--- src/rtl/interrupt_controller.sv ---
// Prioritised interrupt controller for the RK2040 core: synchronises raw lines, latches falling edges,
// and runs a req/ack/return handshake. Define INT_NESTING_EN to let higher-priority lines preempt service.
module interrupt_controller #(
    parameter int                   NUM_IRQ       = 8,
    parameter int                   VEC_WIDTH     = 8,
    parameter logic [VEC_WIDTH-1:0] VECTOR_BASE   = 8'h80,
    parameter int                   VECTOR_STRIDE = 4
) (
    input  logic                 clk,
    input  logic                 rst,
    input  logic [NUM_IRQ-1:0]   irqIn,
    input  logic                 maskWe,
    input  logic [NUM_IRQ-1:0]   maskIn,
    input  logic                 cpuAck,
    input  logic                 retI,
    output logic                 cpuReq,
    output logic [2:0]           irqId,
    output logic [VEC_WIDTH-1:0] irqVector,
    output logic [NUM_IRQ-1:0]   irqMask,
    output logic [NUM_IRQ-1:0]   pending,
    output logic [NUM_IRQ-1:0]   inService
);

    typedef enum logic [1:0] {
        IDLE    = 2'd0,
        REQ     = 2'd1,
        SERVICE = 2'd2
    } stateType;

    stateType state, nextState;

    logic [NUM_IRQ-1:0] syncA, syncB, edgeHist;
    logic [NUM_IRQ-1:0] fallEdge, eligible;
    logic [NUM_IRQ-1:0] ackSet, retClr;
    logic [2:0]         eligIdx, svcIdx;
    logic               latchReq, doAck, doRet;

    // Highest set index wins; returns 0 for an empty vector (callers gate on non-zero).
    function automatic logic [2:0] highestIdx(input logic [NUM_IRQ-1:0] v);
        logic [2:0] idx;
        idx = '0;
        for (int i = 0; i < NUM_IRQ; i++) begin
            if (v[i]) idx = 3'(i);
        end
        return idx;
    endfunction

    function automatic logic [VEC_WIDTH-1:0] vectorOf(input logic [2:0] id);
        return VECTOR_BASE + VEC_WIDTH'(VECTOR_STRIDE * int'(id));
    endfunction

    // Stage boundary: two-flop synchroniser plus one history flop for edge detection.
    always_ff @(posedge clk or posedge rst) begin
        if (rst) begin
            syncA    <= '0;
            syncB    <= '0;
            edgeHist <= '0;
        end else begin
            syncA    <= irqIn;
            syncB    <= syncA;
            edgeHist <= syncB;
        end
    end

    assign fallEdge = edgeHist & ~syncB;
    assign eligible = pending & irqMask;
    assign eligIdx  = highestIdx(eligible);
    assign svcIdx   = highestIdx(inService);
    assign ackSet   = doAck ? (NUM_IRQ'(1) << irqId) : '0;
    assign retClr   = doRet ? (NUM_IRQ'(1) << svcIdx) : '0;

    always_comb begin
        nextState = state;
        latchReq  = 1'b0;
        doAck     = 1'b0;
        doRet     = 1'b0;
        case (state)
            IDLE: begin
                if (eligible != '0) begin
                    nextState = REQ;
                    latchReq  = 1'b1;
                end
            end
            REQ: begin
                if (cpuAck) begin
                    nextState = SERVICE;
                    doAck     = 1'b1;
                end
            end
            SERVICE: begin
                if (retI) begin
                    doRet = 1'b1;
                    if ((inService & ~(NUM_IRQ'(1) << svcIdx)) == '0) nextState = IDLE;
                end
`ifdef INT_NESTING_EN
                else if (eligible != '0 && eligIdx > svcIdx) begin
                    nextState = REQ;
                    latchReq  = 1'b1;
                end
`endif
            end
            default: nextState = IDLE;
        endcase
    end

    // Stage boundary: FSM, request/vector latch, pending/in-service bookkeeping.
    always_ff @(posedge clk or posedge rst) begin
        if (rst) begin
            state     <= IDLE;
            cpuReq    <= 1'b0;
            irqId     <= '0;
            irqVector <= '0;
            irqMask   <= '0;
            pending   <= '0;
            inService <= '0;
        end else begin
            state <= nextState;
            if (latchReq) begin
                cpuReq    <= 1'b1;
                irqId     <= eligIdx;
                irqVector <= vectorOf(eligIdx);
            end else if (doAck) begin
                cpuReq <= 1'b0;
            end
            if (maskWe) irqMask <= maskIn;
            // A new edge on the line being acknowledged keeps it pending.
            pending   <= (pending & ~ackSet) | fallEdge;
            inService <= (inService | ackSet) & ~retClr;
        end
    end

endmodule

--- config.mk ---
export PLATFORM = sky130hd
export DESIGN_NAME = interrupt_controller
export DESIGN_NICKNAME = d
export VERILOG_FILES = /design/src/rtl/interrupt_controller.sv
export SDC_FILE = /design/constraint.sdc
export NUM_CORES = 1
export LEC_CHECK = 0
export CORE_ASPECT_RATIO = 0.8
export CORE_UTILIZATION = 30
export DETAILED_ROUTE_END_ITERATION = 10
export PLACE_DENSITY = 0.56
export SETUP_SLACK_MARGIN = 0.2
export SKIP_LAST_GASP = 1
export SYNTH_ARGS = -nofsm -noshare
export SYNTH_HDL_FRONTEND = slang
export SYNTH_SLANG_ARGS = --single-unit
--- constraint.sdc ---
create_clock -name clk -period 2.55 [get_ports clk]
set_input_delay 0.51 -clock clk [delete_from_list [all_inputs] [get_ports clk]]
set_output_delay 0.51 -clock clk [all_outputs]
set_load 0.05 [all_outputs]
==> results of run 1 <==
worst max path at each step:
stage / end / start / slack [ns] / cells past startpoint
2_1_floorplan: cpuReq / rst / 0.70 / 1
3_3_place_gp: pending[3] / cpuAck / 0.49 / 6
3_5_place_dp: pending[3] / cpuAck / 0.45 / 6
4_1_cts: irqVector[3] / irqId[1] / 0.36 / 1
5_1_grt: inService[7] / inService[7] / 0.31 / 1
6_report: inService[7] / inService[7] / 0.36 / 1
per-layer routing:
layer,vias to the layer above,global-route usage [%],routed length (um)
met5,-,0,0
met4,0,3.13,15
met3,2,3.08,249
met2,50,16.7,1800
met1,735,19.4,2250
li1,717,-,-
flip-flops by register name, indices dropped and copies added (netlist names):
register   flops
inService      8
cpuReq         1
syncA          8
irqVector      2
syncB          8
pending        8
irqMask        8
irqId          2
state          2
edgeHist       8
layout by cell type (no fill, tap or decap), types with 2 or more instances in the layout:
cell type        netlist  layout
dfrtp_1               55      55
clkdlybuf4s50_1        0      52
nand2_1               19      19
inv_1                 14      13
a21oi_1               11      11
nor2_1                 9       9
o21ai_1                9       9
mux2_2                 8       8
clkbuf_8               0       7
nor2b_1                4       4
a22oi_1                4       4
a22o_1                 4       4
conb_1                 1       4
a31oi_1                3       3
inv_2                  1       2
nand3_1                2       2
and3_1                 2       2
o21ai_0                2       2
nor2_2                 2       2
nor3_1                 2       2
power by group through the flow:
stage	registers (uW)	clock network [uW]	logic (uW)
4_1_cts	1280	528	1400
5_1_grt	1310	559	1490
3_3_place_gp	1300	0	1400
6_report	1280	508	1400
3_5_place_dp	1300	0	1400
2_1_floorplan	1710	0	528
logic make-up after synthesis:
kind of cell | Yosys count | share of synthesized area (%)
and+or+nand+nor | 49 | 12.0
DFF | 55 | 64.8
other | 1 | 0.177
buffers and inverters | 24 | 5.48
muxes | 9 | 4.77
AOI/OAI and AO/OA | 42 | 12.8
final cells by class:
| class | count | area share [%] |
|---|---|---|
| clock buffers | 8 | 3.54 |
| inverters | 15 | 1.99 |
| multi-input cells | 104 | 22.8 |
| flip-flops and latches | 55 | 48.7 |
| well taps | 87 | 3.85 |
| repair buffers | 53 | 19.1 |
metrics by stage:
step | cell area, um^2 | hold slack [ns]
after floorplan | 2140 | 0.331
after detailed placement | 2730 | 0.335
after CTS | 2830 | 0.353
after global routing | 2830 | 0.362
final | 2830 | 0.349
after global placement | 2730 | 0.332
cells in the mapped netlist, types with 2 or more instances:
cell type / instances
dfrtp_1: 55
a22oi_1: 4
a31oi_1: 3
mux2_2: 8
o21ai_1: 9
a21oi_1: 11
o21ai_0: 2
inv_1: 14
and3_1: 2
nor2b_1: 4
nor2_2: 2
nand3_1: 2
a22o_1: 4
nor3_1: 2
buf_4: 7
nand2_1: 19
clkbuf_1: 2
nor2_1: 9
==> results.yml, run 1 <==
run_status:
  status: "finished clean"
critical_path:
  cp-start-kind: "flop"
  required_ns: 2.04
  cp.arrival_ns: 1.68
  rr_startpoint: "inService[1]"
  cp_top_family: "buffers and inverters"
  crit_chain: "clkdlybuf4s50_1"
  crit_type: "reg -> out"
  rr_endpoint: "state[1]"
  ff2ff_path_depth: 5
  end_kind: "primary output"
  crit_buf_inv: 1
  r2r_slack_ns: 0.88
  cpPeakStageDelay_ns: 0.86
  worst-path-max-fanout: 9
  worst_path_max_delay_cell: "clkdlybuf4s50_1"
cells_and_area:
  fill_cells: 676
  syn_to_final_growth_pct: 33.0
  regArea_mm2: 0.00138
  fin_cells: 322
  layout-drive-gt1-share_pct: 10.2
  post-route-util_pct: 41.2
  multi_input_area_um2: 643
  nNetsFinal: 255
  num_antenna_cells: 0
placed_design:
  io_buffers: 52
  post-place-ws_ns: 0.447
  dpl.hpwl_um: 3130
  placed_cells: 314
  routabilityCongestion: 0.784
power_and_ir_drop:
  pwr_density_cell_mw_per_mm2: 1130
  comb_power_share_pct: 43.8
  swShare_pct: 44.2
  p_int_uw: 1780
  p_leak_uw: 0.00123
  vdd_drop_max_mv: 0.321
  p_clk_share_pct: 15.9
  p_total_uw: 3190
  p_sw_uw: 1410
  seq_power_share_pct: 40.2
global_routing:
  overflow: 0
  grt_max_degree: 56
  grt_usage_pct: 12.4
  grt_pass1_wl_um: 7080
  grt_pass1_vias: 1417
  antenna_found_initial: 0
synthesis:
  async_flop_share_pct: 100
  synth.avg_cell_area_um2: 11.8
  yosys.area.top_type: "dfrtp_1"
  yosys-top-cells-area: "dfrtp_1, mux2_2, nand2_1"
  yosysWarnings: 0
  ys_seq_area_share_pct: 64.8
  yosys.cell_types.count: 39
  ys.flop_type: "dfrtp_1"
  synth_top_area_share_pct: 64.8
  syn_area_mm2: 0.00212
  ys_seq_elements: 55
  synth_edf_count: 0
  netlist_instances: 180
clocking:
  clk_path_buf_depth: 2
  ctsResizeCount: 0
  numCtsBuffers: 5
  post_cts_buffers: 0
  cts_sinks: 55
  path_clk_slew_ns: 0.09
  cts_tree: "yes"
  cts-root-buf: "clkbuf_8"
  clkLatencyLatePin_ns: 0.29
  h-tree-depth: 2
  cts_hold_buf: 0
floorplan:
  die-width_um: 96.1
  dieArea_mm2: 0.00742
  initial_core_util_pct: 31.0
  core_area_mm2: 0.00686
  num_rows: 27
  io_pins: 57
  die_height_um: 77.3
timing:
  rsz0062_at_grt: "no"
  worst_slack_ns: 0.360
  finalHoldViolations: 0
  finClkSkew_ns: 0.00396
  setup_viol: 0
  slew_headroom_pct: 66.0
  maxSlewViolCount: 0
  post-route-min-period_ns: 2.19
  setup_tns_ns: 0
  fmax_ghz: 0.457
  tightest_slew_ns: 0.508
  min_period_over_period_pct: 85.9
drt:
  drtIter0Drc: 50
  routed_wl_um: 4320
  vias_per_cell: 4.67
  via_count: 1504
  firstDrtPassIters: 5
  ant_nets: 0
  wire_per_inst_um: 13.4
  drc: 0
min_path:
  whs_endpoint: "syncB[3]"
  hold_path.class: "reg -> reg"
  holdPathStages: 0
  hold_path_startpoint: "syncA[3]"
flow_run:
  maxCapViolCount: 0
No activity file was read; power rests on OpenSTA's default activity.
==> inputs of run 2 (changes only) <==
--- a/config.mk
+++ b/config.mk
@@ -7,6 +7,7 @@
 export LEC_CHECK = 0
 export CORE_ASPECT_RATIO = 0.8
 export CORE_UTILIZATION = 30
+export CTS_CLUSTER_DIAMETER = 200
 export DETAILED_ROUTE_END_ITERATION = 10
 export PLACE_DENSITY = 0.56
 export SETUP_SLACK_MARGIN = 0.2
==> results of run 2 <==
Final layout, timing and power as in run 1 (identical DEF).
==> patch: new RTL, config.mk and constraints of run 1 <==
Put one more register stage on the output `irqVector`, without a reset. The value now appears one clock later. The other outputs are not delayed to match.
--- a/src/rtl/interrupt_controller.sv
+++ b/src/rtl/interrupt_controller.sv
@@ -28,2 +28,4 @@
     } stateType;
+
+    logic [VEC_WIDTH-1:0] irqVector_s0;
 
@@ -111,3 +113,3 @@
             irqId     <= '0;
-            irqVector <= '0;
+            irqVector_s0 <= '0;
             irqMask   <= '0;
@@ -120,3 +122,3 @@
                 irqId     <= eligIdx;
-                irqVector <= vectorOf(eligIdx);
+                irqVector_s0 <= vectorOf(eligIdx);
             end else if (doAck) begin
@@ -131,2 +133,6 @@
 
+    always_ff @(posedge clk) begin
+        irqVector <= irqVector_s0;
+    end
+
 endmodule
Formal check against the unedited RTL: not equivalent (a bounded check fails within 10 cycles, from zero or initial values and one cycle with rst high).
==> patch against run 1 <==
The run now ends with DRC left; design area up 5.7%; global-route usage up 0.65 points; sequential cell count up 4; setup slack worse by 0.082 ns; clock skew up 0.0024 ns; synthesized area up 4.5%; routed wire length up 7.2%; power up 11%; largest cell class unchanged; highest routed layer unchanged.
==> patch: results (changes against run 1) <==
<table>
<tr><th>Metric</th><th>Value</th></tr>
<tr><th colspan="2">Detailed routing</th></tr>
<tr><td>Met2 WL post-DR</td><td>2.008 mm (+12%)</td></tr>
<tr><td>Metal3 WL</td><td>310 um (+24%)</td></tr>
<tr><td>Post-detailed-route via-to-cell ratio</td><td>4.657 (-0.30%)</td></tr>
<tr><td>Met1 routed wirelength after detailed routing</td><td>2.271 mm (+0.75%)</td></tr>
<tr><td>Detailed-route wire length per cell</td><td>13.95 um (+4.0%)</td></tr>
<tr><td>DR DRC count</td><td>1 (+1)</td></tr>
<tr><td>Violation count after the first detailed-routing iteration</td><td>60 (+20%)</td></tr>
<tr><th colspan="2">Worst hold path</th></tr>
<tr><td>Min-delay src</td><td>syncA[7]</td></tr>
<tr><th colspan="2">Synth</th></tr>
<tr><td>Compound-cell area share of the yosys netlist</td><td>11.44% (-1.3 points)</td></tr>
<tr><td>Async S/R FF share, synth</td><td>93.22% (-6.8 points)</td></tr>
<tr><td>Multiplexer area fraction after synthesis</td><td>5.070% (+0.30 points)</td></tr>
<tr><td>Number of distinct library cells after synthesis</td><td>34 (-13%)</td></tr>
<tr><th colspan="2">Critical path</th></tr>
<tr><td>Max Fanout on Critical Path</td><td>12 (+3)</td></tr>
<tr><td>Max stage delay on crit path</td><td>0.88 ns (+0.02 ns)</td></tr>
<tr><td>Worst-case reg-to-reg path depth</td><td>4 (-1)</td></tr>
<tr><td>Start point of the critical path</td><td>inService[4]</td></tr>
<tr><th colspan="2">Placed design</th></tr>
<tr><td>Half-perimeter wire length after placement</td><td>3.320 mm (+6.2%)</td></tr>
<tr><td>Area of placed instances</td><td>2805 um2 (+2.9%)</td></tr>
<tr><td>Number of instances in the placed design</td><td>316 (+0.64%)</td></tr>
<tr><th colspan="2">Global route</th></tr>
<tr><td>Met3 usage</td><td>6.338% (+3.3 points)</td></tr>
<tr><td>Number of global-route vias before repair</td><td>1487 (+4.9%)</td></tr>
<tr><td>Overall track demand over capacity in global routing</td><td>13.02% (+0.65 points)</td></tr>
<tr><td>Wire length of the first global-routing pass</td><td>7.534 mm (+6.4%)</td></tr>
<tr><td>Met1 track demand over resource in global routing</td><td>17.24% (-2.1 points)</td></tr>
<tr><th colspan="2">STA</th></tr>
<tr><td>Worst hold slack across all endpoints</td><td>0.3485 ns (-0.0008270 ns)</td></tr>
<tr><th colspan="2">Outcome</th></tr>
<tr><td>Violations in the final reports</td><td>DRC</td></tr>
<tr><td>Run status</td><td>finished with violations</td></tr>
</table>
patch: changes by cell type after synthesis, moves of 3 or more:
cell                      change
sky130_fd_sc_hd__a32oi_1      +3
sky130_fd_sc_hd__o21ai_0     +12
sky130_fd_sc_hd__a21oi_1      -3
sky130_fd_sc_hd__o21ai_1      -9
sky130_fd_sc_hd__dfxtp_1      +4
sky130_fd_sc_hd__nor2_1       -3
sky130_fd_sc_hd__a31oi_1      -3
patch: area by class of cell:
type                    instances  area share [%]
clock inverters                 4          0.8382
clock buffers                  12           5.197
well taps                      87           3.646
multi-input cells             104           21.79
repair buffers                 53           18.11
inverters                      13           1.635
flip-flops and latches         59           48.78
patch: where the power goes:
group	internal (mW)	leakage [nW]	switching (mW)	total (mW)
Clock	0.402	0.0884	0.348	0.750
Combinational	0.522	0.535	0.885	1.41
Sequential	1.12	0.655	0.258	1.38
